--- src/rtl/downsampler2.sv ---
// 2x2 spatial downsampler: NUMCOL x NUMROW raster in, NUMCOL/2 x NUMROW/2 out.
// Define DOWNSAMPLE_AVG_EN for 2x2 rounded averaging; otherwise even/even pixels are decimated.
module downsampler2 #(
    parameter int NUMCOL = 800,
    parameter int NUMROW = 600,
    parameter int CW     = 10
) (
    input  logic          clock,
    input  logic          reset,
    input  logic          valid,
    input  logic          sof,
    input  logic [7:0]    data,
    output logic [CW-1:0] current_rowcount,
    output logic [CW-1:0] current_colcount,
    output logic [7:0]    dataout,
    output logic          validout,
    output logic          frame_done,
    output logic          sync_err
);

    logic [CW-1:0] col_q, col_d;
    logic [CW-1:0] row_q, row_d;
    logic [CW-1:0] pix_col, pix_row;
    logic          last_col, last_row;
    logic          out_fire, last_blk;
    logic [7:0]    pix_out;
    logic [7:0]    dataout_q;
    logic          validout_q, frame_done_q, sync_err_q;

    // A qualified sof forces the current pixel to (0,0) regardless of the counters.
    always_comb begin
        pix_col  = sof ? '0 : col_q;
        pix_row  = sof ? '0 : row_q;
        last_col = (pix_col == CW'(NUMCOL - 1));
        last_row = (pix_row == CW'(NUMROW - 1));
        col_d    = col_q;
        row_d    = row_q;
        if (valid) begin
            col_d = last_col ? '0 : pix_col + CW'(1);
            if (last_col) begin
                row_d = last_row ? '0 : pix_row + CW'(1);
            end else begin
                row_d = pix_row;
            end
        end
    end

`ifdef DOWNSAMPLE_AVG_EN
    localparam int AW = $clog2(NUMCOL / 2);

    logic [7:0]    hold_q;
    logic [8:0]    rd_q;
    logic [8:0]    hsum;
    logic [9:0]    total;
    logic [AW-1:0] lb_idx;
    logic [8:0]    linebuf [NUMCOL/2];

    assign hsum     = {1'b0, hold_q} + {1'b0, data};
    assign total    = {1'b0, rd_q} + {1'b0, hsum};
    assign lb_idx   = AW'(pix_col >> 1);
    assign out_fire = valid && pix_row[0] && pix_col[0];
    assign last_blk = last_row && last_col;
    assign pix_out  = 8'((total + 10'd2) >> 2);

    always_ff @(posedge clock or negedge reset) begin
        if (!reset) begin
            hold_q <= '0;
        end else if (valid && !pix_col[0]) begin
            hold_q <= data;
        end
    end

    // Even rows fill the buffer; odd rows prefetch on the even-column beat so the
    // odd-column beat can produce its result one cycle later even across gaps.
    always_ff @(posedge clock) begin
        if (valid && !pix_row[0] && pix_col[0]) begin
            linebuf[lb_idx] <= hsum;
        end
        if (valid && pix_row[0] && !pix_col[0]) begin
            rd_q <= linebuf[lb_idx];
        end
    end
`else
    assign out_fire = valid && !pix_row[0] && !pix_col[0];
    assign last_blk = (pix_row == CW'(NUMROW - 2)) && (pix_col == CW'(NUMCOL - 2));
    assign pix_out  = data;
`endif

    always_ff @(posedge clock or negedge reset) begin
        if (!reset) begin
            col_q        <= '0;
            row_q        <= '0;
            dataout_q    <= '0;
            validout_q   <= 1'b0;
            frame_done_q <= 1'b0;
            sync_err_q   <= 1'b0;
        end else begin
            col_q        <= col_d;
            row_q        <= row_d;
            validout_q   <= out_fire;
            frame_done_q <= out_fire && last_blk;
            sync_err_q   <= valid && sof && ((col_q != '0) || (row_q != '0));
            if (out_fire) begin
                dataout_q <= pix_out;
            end
        end
    end

    assign current_rowcount = row_q;
    assign current_colcount = col_q;
    assign dataout          = dataout_q;
    assign validout         = validout_q;
    assign frame_done       = frame_done_q;
    assign sync_err         = sync_err_q;

endmodule

--- config.mk ---
export PLATFORM = sky130hd
export DESIGN_NAME = downsampler2
export DESIGN_NICKNAME = d
export VERILOG_FILES = /design/src/rtl/downsampler2.sv
export SDC_FILE = /design/constraint.sdc
export NUM_CORES = 1
export LEC_CHECK = 0
export ABC_AREA = 0
export BUFFER_PORTS_ARGS = -buffer_cell sky130_fd_sc_hd__buf_2
export CORE_AREA = 4 4 65 67
export CTS_BUF_LIST = sky130_fd_sc_hd__clkbuf_8
export DETAILED_ROUTE_END_ITERATION = 16
export DIE_AREA = 0 0 69 71
export PLACE_DENSITY = 0.76
export REMOVE_ABC_BUFFERS = 1
export SLEW_MARGIN = 20
export SYNTH_ARGS = -nofsm -noshare
export SYNTH_HDL_FRONTEND = slang
export SYNTH_SLANG_ARGS = --single-unit
--- constraint.sdc ---
create_clock -name clock -period 1.9 [get_ports clock]
set_input_delay 0.285 -clock clock [delete_from_list [all_inputs] [get_ports clock]]
set_output_delay 0.285 -clock clock [all_outputs]
set_load 0.005 [all_outputs]
==> impl_results.md <==
* Worst hold path type: input pin to async pin
* Most frequent cells in the layout: 42 x buf_2, 31 x dfrtp_1, 22 x buf_4
* DR vias/cell at between 5 and 6
* Post-synthesis cell count at 179
* Register area share after synthesis at 44.41%
* Synth top area share at approximately 44%
* Static leakage at 0.001118 uW
* Most common cell after layout, fill and taps aside: buf_2
* Ranking of synthesized cells by area: dfrtp_1 44%, mux2_2 7.1%, nand3_1 2.9%
* Clk buf depth at 2
* Yosys reg bits at 31
* Initial Util at 48.07%
* Ant. Diodes at 0
* Starting DRT DRC Count at ~210
* Die X at around 70 um
* Fmax at approximately 0.56 GHz
* WL final at 4496 um
* Root Driver: clkbuf_8
* Total chip power at 1611 uW
* GRT Util Overall at 18.55%
* I/O Buffers at 42
* Drt first pass iters at 4
* Synth unique cells at 45
* Post-synth ARST share at between 90% and 100%
* Clk_skew at ~8.2 ps
* # fillers at 330
* Number of routed nets with antenna violations at 0
* Primary FF master, synth: dfrtp_1
* Die area at about 4900 um2
* Slew Viols, Final at 0
* Final GP Congestion at ~0.95
* Share of cells above drive strength 1 at a little under two fifths
* CP startpoint kind: register
* Area leader, netlist: dfrtp_1
* CTS H-Tree Depth at 2
* Maximum capacitance violations at 0
* Dpl cell area at ~2100 um2
* Status: finished clean
* Synth warn at 0
* Avg Inst Size Synth at 9.758 um2
* First-pass GRT wire length at 7403 um
* Clock latency on the worst-skew pair at between 200 and 300 ps
* Post-route cell area at ~2300 um2
* Number of CTS-inserted buffers at 5
* Critical path arrival at 1940 ps
* CTS tree: yes
* Worst setup EP type: register
* RSZ-0062 raised after global routing: no
* Overflow after GRT at 0
* Area Growth Syn to Fin at 28.94%
* Post-synthesis cell area at 1747 um2
* Hold_ws at between 30 and 40 ps
* Peak supply drop at a little over 500 uV
* Final period utilization at 94.35%
* Power per standard cell area at a little over 700 nW/um2
* Die Ht at approximately 71 um
* Core ar. at 3633 um2
* DR DRC count at 0
* Antenna violations before repair at 0
* DR vias at between 1500 and 2000
* Area of the multi-input gates at ~900 um2
* Worst-path maximum fanout at 7
* Final setup vio count at 0
* Max-slew headroom at a little over half
* Worst-margin pin slew at 677.0 ps
* Largest net degree at the start of global routing at 32
* Register area at about 780 um2
* Row count at 22
* Vias in the first global route at approximately 1600
* Top Ports at 43
* Clock tree sinks at 31
* WS Path Type: register to register
* CTS clk-pin slew, worst paths at 70 ps
* DP Wirelength at roughly 3400 um
* EDFF count, synth at 0
* WL/cell at 15.61 um
* Final nets at around 250
* Crit path time final at between 1500 and 2000 ps
* Final Hold Vio Count at 0
* WP data required at approximately 2100 ps
==> path summary, 6_finish.rpt <==
kind	slack, ps	cells after the start	endpoint	from
setup reg to reg	110	4	current_rowcount[9]$_DFFE_PN0P_	current_rowcount[8]$_DFFE_PN0P_
setup / recovery	110	4	current_rowcount[9]$_DFFE_PN0P_	current_rowcount[8]$_DFFE_PN0P_
hold / removal	40	1	current_colcount[8]$_DFFE_PN0P_	reset
hold reg to reg	500	1	dataout[6]$_DFFE_PN0P_	dataout[6]$_DFFE_PN0P_
max in group asynchronous	1420	1	current_rowcount[2]$_DFFE_PN0P_	reset
min in group clock	240	2	dataout[2]$_DFFE_PN0P_	data[2]
==> registers in the layout, indices dropped and copies added, names as in the netlist <==
register / flops
frame_done: 1
dataout: 8
current_rowcount: 10
current_colcount: 10
sync_err: 1
validout: 1
==> per-stage QoR <==
step / setup TNS, ps / worst slack [ps] / util, % / cells
after floorplan: -8.936 / -8.936 / - / 168
after global placement: 0 / 50.01 / 58.37 / 280
after detailed placement: -28.01 / -22.20 / 58.37 / 280
after CTS: 0 / 30.74 / 61.60 / 288
after global routing: 0 / 7.388 / 61.98 / 288
final: 0 / 107.4 / 61.98 / 288
==> Yosys cell counts (5+ instances only) <==
library cell	number
clkbuf_1	6
inv_1	6
mux2_2	11
nand3_1	10
nor2_1	12
a21oi_1	5
o21ai_0	8
nand2_1	13
dfrtp_1	31
nand4_1	6
a31oi_1	5
==> cells by family after synthesis <==
group	after synthesis	share of synthesized area, %
multiplexers	13	8.238
buffers and inverters	17	4.799
AO/OA/AOI/OAI	41	15.83
flip-flops	31	44.41
XOR/XNOR	1	0.5015
AND/OR/NAND/NOR	73	24.07
adder cells (fa/ha/maj)	3	2.149
==> layer usage <==
layer / wire length (um) / GRT usage, % / vias to the layer above
met5: 0 / 0 / -
met4: 114 / 8.460 / 0
met3: 392 / 4.688 / 14
met2: 2109 / 30.19 / 84
met1: 1880 / 23.24 / 792
li1: - / - / 791
==> layout make-up <==
class                      instances  area share [%]
clock buffer                       6           3.667
clock inverter                     2           1.556
inverter                           6           1.000
multi-input combinational        131           40.00
sequential                        31           34.44
tap                               48           2.667
timing repair buffer              64           16.67
==> report_power, final <==
part | switching, uW | total [uW] | internal, uW | leakage, uW
Clock | 236 | 660 | 424 | 0.0000612
Sequential | 19.9 | 721 | 701 | 0.000408
Combinational | 118 | 230 | 112 | 0.000649
Total | 374 | 1610 | 1240 | 0.00112
==> repair_timing <==
item,CTS,global route
hold buffers,0,0
setup endpoints to repair,0,10
gates resized for setup,0,6
setup buffers,0,0
==> worst max-delay path: stages, from the launching register on <==
cell	delay, ps
dfrtp_1	370
or4_1	560
or3_4	440
o21ai_2	180
o211ai_1	120
(Power assumes the default switching activity.)
